### src/rtl/frequency_discriminator.sv
// frequency_discriminator
// Counts reference clocks over a programmable number of carrier periods and
// quantises the count against a ladder of thresholds. If no carrier edges
// arrive before the period counter saturates, the block drops back to
// acquisition and flags the loss of signal.
`timescale 1ns/1ps
module frequency_discriminator #(
    parameter int COUNT_BITS  = 16,
    parameter int OUTPUT_BITS = 2,
    parameter int PERIOD_BITS = 8,
    parameter int SYNC_STAGES = 2
) (
    input  logic                   clk_200M,
    input  logic                   reset_200M,
    input  logic                   input_frequency,
    input  logic [PERIOD_BITS-1:0] periods_i,
    input  logic [COUNT_BITS-1:0]  compare_base_i,
    input  logic [COUNT_BITS-1:0]  compare_step_i,
    output logic [COUNT_BITS-1:0]  sample_o,
    output logic [OUTPUT_BITS-1:0] comparison_o,
    output logic                   sample_valid_o,
    output logic                   no_signal_o
);

    localparam int NUM_LEVELS = 2 ** OUTPUT_BITS;
    // Thresholds are evaluated wide enough that base + j*step never wraps.
    localparam int THR_W      = COUNT_BITS + OUTPUT_BITS + 1;
    localparam logic [COUNT_BITS-1:0] TIMEOUT_CNT = {{(COUNT_BITS-1){1'b1}}, 1'b0};

    typedef enum logic {
        ST_ACQUIRE = 1'b0,
        ST_MEASURE = 1'b1
    } state_t;

    state_t                 r_state;
    logic [SYNC_STAGES-1:0] r_sync;
    logic                   r_hist;
    logic                   r_edge;
    logic [COUNT_BITS-1:0]  r_period_cnt;
    logic [PERIOD_BITS-1:0] r_edge_cnt;
    logic [PERIOD_BITS-1:0] r_periods;
    logic [COUNT_BITS-1:0]  r_sample;
    logic [OUTPUT_BITS-1:0] r_comparison;
    logic                   r_sample_valid;
    logic                   r_no_signal;

    logic [COUNT_BITS-1:0]  w_new_sample;
    logic [PERIOD_BITS:0]   w_edge_cnt_nxt;
    logic                   w_complete;
    logic [PERIOD_BITS-1:0] w_periods_lat;
    logic [OUTPUT_BITS-1:0] w_level;

    // Number of thresholds the sample lies strictly below; faster carrier -> higher code.
    function automatic logic [OUTPUT_BITS-1:0] quantise(
        input logic [COUNT_BITS-1:0] sample,
        input logic [COUNT_BITS-1:0] base,
        input logic [COUNT_BITS-1:0] step
    );
        logic [THR_W-1:0]       thr;
        logic [OUTPUT_BITS-1:0] level;
        level = '0;
        for (int j = 0; j < NUM_LEVELS - 1; j++) begin
            thr = THR_W'(base) + THR_W'(j) * THR_W'(step);
            if (THR_W'(sample) < thr) begin
                level = level + OUTPUT_BITS'(1);
            end
        end
        return level;
    endfunction

    assign w_new_sample   = r_period_cnt + COUNT_BITS'(1);
    assign w_edge_cnt_nxt = {1'b0, r_edge_cnt} + (PERIOD_BITS+1)'(1);
    assign w_complete     = r_edge && (w_edge_cnt_nxt == {1'b0, r_periods});
    // A period count of zero would never complete, so treat it as one.
    assign w_periods_lat  = (periods_i == '0) ? PERIOD_BITS'(1) : periods_i;
    assign w_level        = quantise(w_new_sample, compare_base_i, compare_step_i);

    // Synchronise the carrier and register a single-cycle rising-edge strobe.
    always_ff @(posedge clk_200M or posedge reset_200M) begin
        if (reset_200M) begin
            r_sync <= '0;
            r_hist <= 1'b0;
            r_edge <= 1'b0;
        end else begin
            r_sync <= {r_sync[SYNC_STAGES-2:0], input_frequency};
            r_hist <= r_sync[SYNC_STAGES-1];
            r_edge <= r_sync[SYNC_STAGES-1] & ~r_hist;
        end
    end

    // Acquire/measure sequencing, sample capture and loss-of-signal timeout.
    always_ff @(posedge clk_200M or posedge reset_200M) begin
        if (reset_200M) begin
            r_state        <= ST_ACQUIRE;
            r_period_cnt   <= '0;
            r_edge_cnt     <= '0;
            r_periods      <= PERIOD_BITS'(1);
            r_sample       <= '0;
            r_comparison   <= '0;
            r_sample_valid <= 1'b0;
            r_no_signal    <= 1'b1;
        end else begin
            r_sample_valid <= 1'b0;
            case (r_state)
                ST_ACQUIRE: begin
                    r_period_cnt <= '0;
                    r_edge_cnt   <= '0;
                    if (r_edge) begin
                        r_state   <= ST_MEASURE;
                        r_periods <= w_periods_lat;
                    end
                end
                ST_MEASURE: begin
                    if (w_complete) begin
                        // A completing edge wins even on the timeout cycle.
                        r_sample       <= w_new_sample;
                        r_comparison   <= w_level;
                        r_sample_valid <= 1'b1;
                        r_no_signal    <= 1'b0;
                        r_period_cnt   <= '0;
                        r_edge_cnt     <= '0;
                        r_periods      <= w_periods_lat;
                    end else if (r_period_cnt == TIMEOUT_CNT) begin
                        r_state      <= ST_ACQUIRE;
                        r_no_signal  <= 1'b1;
                        r_period_cnt <= '0;
                        r_edge_cnt   <= '0;
                    end else begin
                        r_period_cnt <= r_period_cnt + COUNT_BITS'(1);
                        if (r_edge) begin
                            r_edge_cnt <= w_edge_cnt_nxt[PERIOD_BITS-1:0];
                        end
                    end
                end
                default: r_state <= ST_ACQUIRE;
            endcase
        end
    end

    assign sample_o       = r_sample;
    assign comparison_o   = r_comparison;
    assign sample_valid_o = r_sample_valid;
    assign no_signal_o    = r_no_signal;

endmodule

### config.mk
export PLATFORM = sky130hd
export DESIGN_NAME = frequency_discriminator
export DESIGN_NICKNAME = d
export VERILOG_FILES = /design/src/rtl/frequency_discriminator.sv
export SDC_FILE = /design/constraint.sdc
export NUM_CORES = 1
export LEC_CHECK = 0
export CAP_MARGIN = 20
export CORE_UTILIZATION = 50
export CTS_BUF_LIST = sky130_fd_sc_hd__clkbuf_8 sky130_fd_sc_hd__clkbuf_16
export CTS_CLUSTER_DIAMETER = 80
export CTS_CLUSTER_SIZE = 10
export DETAILED_ROUTE_END_ITERATION = 7
export PLACE_DENSITY = 0.78
export SLEW_MARGIN = 20
export SYNTH_ARGS = -nofsm -noshare
export SYNTH_HDL_FRONTEND = slang
export SYNTH_SLANG_ARGS = --single-unit
### constraint.sdc
create_clock -name clk_200M -period 3.2 [get_ports clk_200M]
set_input_delay 0.64 -clock clk_200M [delete_from_list [all_inputs] [get_ports clk_200M]]
set_output_delay 0.64 -clock clk_200M [all_outputs]
set_load 0.05 [all_outputs]
==> After elaboration in Yosys (flattened, before gate mapping) <==
Index checks and enable logic that the tools add are counted.
{ "word_totals": {"output_inout_bits": 20, "word_cells": 56, "ff_bits": 57, "inputBits": 43} }
{ "op_classes": {"muxes": 22, "n_bitwise": 3, "order_cmp": 3, "n_addsub": 6, "n_reduce_logical": 6, "n_eq_ne": 5} }
{ "op_table": {"columns": ["cell", "n"], "rows": [
  ["$mux 8", 6],
  ["$mux 16", 2],
  ["$pmux 16 s2", 1],
  ["$pmux 8 s2", 2],
  ["$add 16x17->18", 1],
  ["$lt 16x18->1", 1],
  ["$add 16x16->17", 1],
  ["$lt 16x17->1", 1],
  ["$add 16x1->16 const B", 1],
  ["$eq 16x16->1 const B", 1],
  ["$lt 16x16->1", 1],
  ["$add 8x1->9 const B", 1],
  ["$eq 9x8->1", 1],
  ["$logic_not 8->1", 1],
  ["$mux 1", 8],
  ["$reduce_and 2->1", 3],
  ["$add 2x1->2 const B", 2],
  ["$mux 2", 2],
  ["$ne 4x1->1 const B", 1],
  ["$ne 2x1->1 const B", 1],
  ["$ne 2x2->1 const B", 1],
  ["$not 1->1", 2],
  ["$pmux 1 s2", 1],
  ["$reduce_bool 2->1", 1],
  ["other kinds (2)", 2]
]} }

==> Logic depth before layout (Yosys ltp) <==
Gate-level depths: netlist (run 1).
{ "depth": {"word_depth": 7, "depth_mapped": 21, "mapped_depth_nobuf": 21} }

==> Worst setup path before layout (run 1) <==
No wires, ideal clock.
{ "synth_timing": {"path_kind": "in2reg", "startpoint": "input port compare_base_i[0]", "endpoint": "register r_comparison[0], in the netlist comparison_o[0]", "required_time_ns": 3.071, "arrival_time_ns": 3.870, "stages": 21, "setup_time_ns": 0.129, "path_buffers": 0, "slack_ns": -0.799, "cell_sequence": "ha_1 -> fa_1 -> a21o_1 -> a21oi_1 -> o21ai_0 -> and2_1 -> nand3_1 -> nand2_1 -> xnor2_1 -> ha_1 -> a21o_1 -> a21o_1 -> a21o_1 -> a41oi_1 -> o21ai_0 -> a21oi_1 -> nor4_1 -> ha_1 -> inv_1 -> o211ai_1 -> nand3_1"} }
{ "synth_via": {"elab_chain_cells": 6, "word_cells_on_any_way": 10, "cone_classes": "add/sub: 4; order compare: 3; mux: 3"} }
{ "synth_lines": {"columns": ["element", "line_no", "text"], "rows": [
  ["start: declaration", "17", "input logic [COUNT_BITS-1:0] compare_base_i,"],
  ["parallel branches: the longest is 5 deep, another holds $add 16x16->17", null, null],
  ["$mux 2 (*)", "64", "if (THR_W'(sample) < thr) begin"],
  ["end signal: assignment", "117", "r_comparison <= w_level;"],
  ["end: declaration", "43", "logic [OUTPUT_BITS-1:0] r_comparison;"]
]} }
Every way passes the cells marked *.
A chain may end at the register's enable or synchronous reset.

==> Worst setup path after layout (run 1) <==
{ "layout_timing": {"startpoint": "input port compare_step_i[0]", "endpoint": "register r_comparison[0], in the netlist comparison_o[0]"} }
{ "layout_via": {"elab_chain_cells": 5, "word_cells_on_any_way": 7, "cone_classes": "add/sub: 3; order compare: 2; mux: 2"} }
{ "layout_lines": {"columns": ["element", "line_no", "text"], "rows": [
  ["start: declaration", "18", "input logic [COUNT_BITS-1:0] compare_step_i,"],
  ["$add 16x16->17", "63", "thr = THR_W'(base) + THR_W'(j) * THR_W'(step);"],
  ["$lt 16x17->1", "64", null],
  ["$mux 2", "64", null],
  ["$add 2x1->2", "65", "level = level + OUTPUT_BITS'(1);"],
  ["$mux 2 (*)", "64", null]
]} }
Mark *: on every way between the ends. The rest lies on a longest branch, timed or not.

==> flow_summary_export.csv, run 1 <==
group,metric,value,unit
global_route,grt_pass1_vias,5427,
placed_design,port_buffers,62,
cts,cts_tree,"yes",
power,cellPowerDensity,459,nW/um^2
sta,fmax,272,MHz
power,switching_share,39.3,%
sta,tightestPinTransition,0.778,ns
yosys,async_reset_ff_share,100,%
drt,wire_per_inst,16.8,um
yosys,synthFlopType,"dfrtp_1",
sta,fin_worst_skew,0.0105,ns
cts,cts.root.buffer_cell,"clkbuf_8",
final_layout,antenna_cells,0,
worst_setup_path,reg2reg_slack,-0.27,ns
global_route,gr-total-overflow,0,
yosys,yosysWarnings,0,
floorplanning,initial_utilization,52.2,%
cts,cts_max_level,3,
final_layout,utilization,73.0,%
global_route,grt_max_degree,35,
sta,slew_headroom,48.1,%
yosys,yosysSeqAreaShare,27.6,%
floorplanning,io_pins,63,
global_route,grtUsageTotal,28.5,%
placed_design,gp_congestion,0.872,
final_layout,layout.nets,865,
yosys,ys_ff_latch,57,
cts,clk_latency,0.35,ns
placed_design,hpwlAfterDp,11.4,mm
floorplanning,core,9910,sq um
placed_design,dpl_worst_slack,-1.30,ns
yosys,syn_area,5180,sq um
power,ir_drop,0.280,mV
final_layout,area_growth,39.7,%
floorplanning,die_h,104,um
placed_design,dpl.cell_count,854,
final_layout,final_cells,877,
sta,setup_viol,2,
final_layout,nFillCells,696,
cts,cts_buffers,9,
min_path,hold_class,"register to register",
power,p_int,0.00202,W
floorplanning,die_w,104,um
drt,drtIter0Drc,279,
final_layout,drive_above_1_share,28.1,%
yosys,synth.top_cell.area_share,26.6,%
cts,clk_pin_slew_worst_paths,0.07,ns
yosys,yosysUniqueCellTypes,63,
sta,period_needed,3.67,ns
drt,first_pass_iters,5,
power,p_seq_share,29.9,%
outcome,status,"finished, violations left",
yosys,yosys.area.top_type,"dfrtp_1",
worst_setup_path,critPathKind,"input pin to register",
drt,vias,5110,
worst_setup_path,worst_ep_required_time,3.43,ns
drt,wl,14.7,mm
yosys,netlist_top_cells_count,"ha_1 (81), dfrtp_1 (55), inv_1 (40)",
yosys,yosysMostFrequentCell,"ha_1",
yosys,synth_edf_count,0,
power,p_switching,0.00130,W
sta,period_share,115,%
power,p_leak,3.54,nW
worst_setup_path,cp.arrival,3.91,ns
drt,vias_per_cell,5.83,
sta,rsz0062_at_grt,"true",
worst_setup_path,cp_max_fo,2,
power,comb_power_share,49.4,%
sta,fin_ws,-0.475,ns
job,maxCapViolations,0,
drt,remaining_drc_errors,0,
drt,final_antenna_net_count,0,
floorplanning,die-area,10800,sq um
worst_setup_path,cp-start-kind,"input pin",
outcome,violations,"negative setup slack",
yosys,synth_cells,552,
global_route,antenna_found_initial,0,
cts,clk_path_buf_depth,2,
yosys,syn_nets,678,
yosys,synth_area_per_cell,9.38,sq um
worst_setup_path,crit_path_end_kind,"register",
sta,finalMaxSlewViolations,0,
global_route,grt_first_pass_wirelength,24.9,mm
floorplanning,rows,36,
sta,hold_viol,0,
cts,cts_sinks,57,
yosys,synth_area_leaders,"dfrtp_1 (27%), ha_1 (20%), mux2_2 (5.0%)",
power,clock_power_share,20.7,%
cells in the final DEF (no fill, tap or decap), types with 4 or more instances in the layout:
| master | netlist | layout |
|---|---|---|
| a21o_1 | 21 | 21 |
| a21oi_1 | 28 | 20 |
| a21oi_2 | 0 | 8 |
| a32o_1 | 6 | 6 |
| and3_1 | 7 | 7 |
| and4_1 | 4 | 4 |
| buf_4 | 2 | 122 |
| clkbuf_8 | 0 | 9 |
| clkdlybuf4s50_1 | 0 | 45 |
| clkinv_4 | 0 | 5 |
| dfrtp_1 | 55 | 55 |
| dlygate4sd2_1 | 0 | 13 |
| ha_1 | 81 | 70 |
| ha_4 | 0 | 9 |
| inv_1 | 40 | 39 |
| mux2_2 | 23 | 23 |
| nand2_1 | 22 | 22 |
| nand2b_1 | 9 | 8 |
| nand3_1 | 13 | 12 |
| nand4_1 | 15 | 15 |
| nor2_1 | 31 | 30 |
| nor2b_1 | 22 | 22 |
| nor3_1 | 8 | 7 |
| nor4_1 | 7 | 7 |
| o211ai_1 | 5 | 5 |
| o21a_1 | 15 | 15 |
| o21ai_0 | 28 | 23 |
| o21ai_2 | 1 | 4 |
| xnor2_1 | 28 | 28 |
| xor2_1 | 16 | 16 |
metal layers:
metal  track usage [%]  routed length, um  vias to the layer above
met3              4.28                535                       44
met2              52.2               7570                      156
li1                  -                  -                     2425
met4              11.2                417                        0
met5                 0                  0                        -
met1              33.4               6180                     2485
cell families (layout without fill, tap and decap cells):
kind of cell / Yosys count / after routing / share of synthesized area, %
compound gates: 140 / 140 / 18.9
simple gates: 154 / 154 / 16.3
fa+ha+maj: 83 / 83 / 20.4
mux: 26 / 26 / 5.58
buf+inv: 48 / 240 / 3.77
flops: 57 / 57 / 27.6
xor+xnor: 44 / 44 / 7.45
through the flow:
step	hold slack, ns	TNS, ns	instance area (sq um)	power, W
after floorplan	0.331	-1.12	5220	0.00195
after detailed placement	0.366	-2.59	6820	0.00255
after global placement	0.345	-2.38	6820	0.00248
final	0.381	-0.880	7230	0.00332
after CTS	0.383	-0.884	7200	0.00328
after global routing	0.392	-1.20	7230	0.00354
power by group through the flow:
stage	registers, W	logic [W]	clock network [W]
final	0.000994	0.00164	0.000686
after global routing	0.00102	0.00180	0.000727
after CTS	0.000992	0.00159	0.000692
after detailed placement	0.00100	0.00155	0
after global placement	0.000993	0.00149	0
after floorplan	0.00108	0.000874	0
path summary, 6_finish.rpt:
path	to	cells past startpoint	start
max in group asynchronous	r_period_cnt[10]$_DFF_PP0_	3	reset_200M
hold / removal	r_sync[1]$_DFF_PP0_	0	r_sync[0]$_DFF_PP0_
hold reg to reg	r_sync[1]$_DFF_PP0_	0	r_sync[0]$_DFF_PP0_
setup / recovery	comparison_o[0]$_DFFE_PP0P_	21	compare_step_i[0]
setup reg to reg	comparison_o[0]$_DFFE_PP0P_	15	r_period_cnt[4]$_DFF_PP0_
min in group asynchronous	r_edge_cnt[4]$_DFFE_PP0P_	2	reset_200M
sequential cells by signal, indices dropped and copies added (netlist names), 2 cells and up:
name and flops:
r_edge_cnt 8, comparison_o 2, sample_o 16, r_periods 8, r_period_cnt 16, r_sync 2
worst max-delay path: stages:
cell	delay (ns)
buf_8	0.10
ha_4	0.16
fa_2	0.34
a21o_1	0.18
a21oi_2	0.17
o21ai_2	0.09
and2_4	0.15
nand3_2	0.05
nand2_1	0.06
xnor2_1	0.12
ha_1	0.29
a21o_1	0.19
a21o_1	0.17
a21o_1	0.17
buf_4	0.14
nor4b_4	0.28
nor4_1	0.09
ha_1	0.31
inv_1	0.05
o211ai_1	0.09
nand3_1	0.09
area by class of cell:
cell class	instances	area, sq um	area share, %
inverters	40	150	2.08
flip-flops and latches	57	1430	19.8
clock inverters	7	81.3	1.12
multi-input cells	447	3760	52.1
well taps	133	166	2.30
repair buffers	184	1520	21.0
clock buffers	9	124	1.71
what timing repair did:
action | CTS | global route
resized for setup | 55 | 5
pin swaps | 33 | 13
hold buffers | 0 | 0
setup endpoints to repair | 2 | 2
setup buffers | 5 | 2
(Power assumes the default switching activity.)
==> run 2, diff against run 1 <==
CTS_CLUSTER_DIAMETER = unset   (was 80)
PLACE_DENSITY = 0.75   (was 0.78)
==> flow_summary_export.csv, run 2 (same netlist as run 1, synthesis figures left out) <==
group,metric,value,unit
cts,clk_pin_slew_worst_paths,0.06,ns
sta,tightestPinTransition,0.858,ns
power,p_total,0.00335,W
drt,wire_per_inst,17.4,um
floorplanning,rows,36,
worst_setup_path,reg2reg_to,"comparison_o[0]$_DFFE_PP0P_",
power,p_leak,3.62,nW
global_route,grt_first_pass_wirelength,24.3,mm
worst_setup_path,critPathKind,"input pin to register",
sta,fin_ws,-0.624,ns
global_route,grt_pass1_vias,5197,
sta,period_share,119,%
cts,cts_sinks,57,
floorplanning,io_pins,63,
final_layout,layout.nets,880,
final_layout,area_growth,43.7,%
power,cellPowerDensity,450,nW/um^2
cts,clk_path_buf_depth,2,
worst_setup_path,reg2reg_slack,-0.18,ns
job,maxCapViolations,0,
global_route,grt_max_degree,33,
sta,hold_viol,0,
global_route,grtUsageTotal,28.1,%
final_layout,antenna_cells,0,
worst_setup_path,crit_path_end_kind,"register",
drt,wl,15.6,mm
cts,cts_tree,"yes",
final_layout,nFillCells,695,
global_route,gr-total-overflow,0,
sta,period_needed,3.82,ns
cts,cts_max_level,3,
floorplanning,die_h,104,um
sta,finalMaxSlewViolations,0,
sta,setup-tns-final,-1.22,ns
placed_design,port_buffers,62,
final_layout,final_common_cell,"buf_4",
worst_setup_path,cp.arrival,4.04,ns
sta,fin_worst_skew,0.00945,ns
worst_setup_path,cpMaxStageDelayCell,"fa_2",
placed_design,hpwlAfterDp,11.6,mm
sta,setup_viol,2,
drt,remaining_drc_errors,0,
power,ir_drop,0.268,mV
drt,vias_per_cell,5.83,
floorplanning,initial_utilization,52.2,%
sta,rsz0062_at_grt,"true",
worst_setup_path,worst_ep_required_time,3.42,ns
worst_setup_path,crit_start,"compare_step_i[0]",
worst_setup_path,path_cells,"buf_8 -> ha_4 -> fa_2 -> a21o_1 -> a21oi_2 -> buf_4 -> buf_4 -> nor2_1 -> o21ai_0 -> nand2b_1 -> xnor2_1 -> ha_1 -> a21oi_1 -> nor2b_1 -> o21ai_0 -> nor4b_2 -> nor4_2 -> ha_1 -> inv_1 -> o211ai_1 -> nand3_1",
min_path,hold_class,"register to register",
drt,vias,5203,
outcome,violations,"negative setup slack",
cts,cts.root.buffer_cell,"clkbuf_8",
worst_setup_path,crit_path_end,"comparison_o[0]$_DFFE_PP0P_",
global_route,antenna_found_initial,0,
final_layout,drive_above_1_share,31.5,%
floorplanning,die-area,10800,sq um
floorplanning,core,9910,sq um
final_layout,layout_common_cells,"buf_4 (136), ha_1 (68), dfrtp_1 (55)",
sta,slew_headroom,42.8,%
cts,cts_buffers,9,
worst_setup_path,cp-start-kind,"input pin",
worst_setup_path,slowest_delay,0.36,ns
drt,final_antenna_net_count,0,
drt,drtIter0Drc,297,
worst_setup_path,cp_max_fo,2,
cts,clk_latency,0.34,ns
floorplanning,die_w,104,um
drt,first_pass_iters,5,
worst_setup_path,reg2reg_from,"r_period_cnt[7]$_DFF_PP0_",
placed_design,gp_congestion,0.903,
sta,fmax,262,MHz
worst_setup_path,ff2ff_path_depth,15,
outcome,status,"finished, violations left",
## run 2: what timing repair did
action,CTS,global route
resized for setup,61,22
cloned,0,0
endpoints found under the setup margin,2,2
setup buffers,6,9
pin swaps,43,37
hold buffers,0,0
## run 2: metal layers
layer  track usage [%]  wire length [um]  vias up
li1                  -                 -     2453
met4              11.5               637        0
met5                 0                 0        -
met3              4.34               706       62
met2              50.6              7880      185
met1              33.2              6340     2503
## run 2: critical path: cells and delay by family
family                     cells  cell delay [ns]
buffers and inverters          4             0.38
adders and majority gates      4             1.11
xor gates and xnor gates       1             0.13
AOI/OAI and AO/OA              6             1.03
and+or+nand+nor                6             0.74
## run 2: worst min-delay path by stage
stage | from | endpoint | slack (ns) | depth (start not counted)
3_3_place_gp | r_sync[0]$_DFF_PP0_ | r_sync[1]$_DFF_PP0_ | 0.34 | 0
5_1_grt | r_sync[0]$_DFF_PP0_ | r_sync[1]$_DFF_PP0_ | 0.38 | 0
6_report | r_sync[0]$_DFF_PP0_ | r_sync[1]$_DFF_PP0_ | 0.37 | 0
4_1_cts | r_sync[0]$_DFF_PP0_ | r_sync[1]$_DFF_PP0_ | 0.37 | 0
3_5_place_dp | r_sync[0]$_DFF_PP0_ | r_sync[1]$_DFF_PP0_ | 0.35 | 0
2_1_floorplan | r_sync[0]$_DFF_PP0_ | r_sync[1]$_DFF_PP0_ | 0.33 | 0
## run 2: where the power goes
group / leakage (nW) / switching (W) / internal [W]
registers: 0.742 / 0.000135 / 0.000860
clock network: 0.104 / 0.000282 / 0.000351
logic: 2.78 / 0.000890 / 0.000834
total: 3.62 / 0.00131 / 0.00204
## run 2: layout make-up
type	count	area, sq um	area share [%]
flip-flops and latches	57	1430	19.2
clock inverters	7	62.6	0.841
clock buffers	9	124	1.67
multi-input cells	447	3860	51.9
inverters	40	150	2.02
repair buffers	199	1640	22.1
well taps	133	166	2.24
## run 2: per-stage QoR
step / setup WS, ns / instance area, sq um / hold WS, ns / util (%) / std cells
final: -0.624 / 7440 / 0.365 / 75.1 / 892
after floorplan: -0.583 / 5220 / 0.331 / - / 552
after global placement: -1.19 / 6880 / 0.343 / 69.4 / 861
after CTS: -0.507 / 7260 / 0.367 / 73.2 / 883
after detailed placement: -1.27 / 6880 / 0.353 / 69.4 / 861
after global routing: -0.782 / 7440 / 0.377 / 75.1 / 892
==> run 3, diff against run 2 <==
SLEW_MARGIN = 0   (was 20)
==> results of run 3 <==
Same layout as run 2: the final DEF is identical, and so are final timing and power.
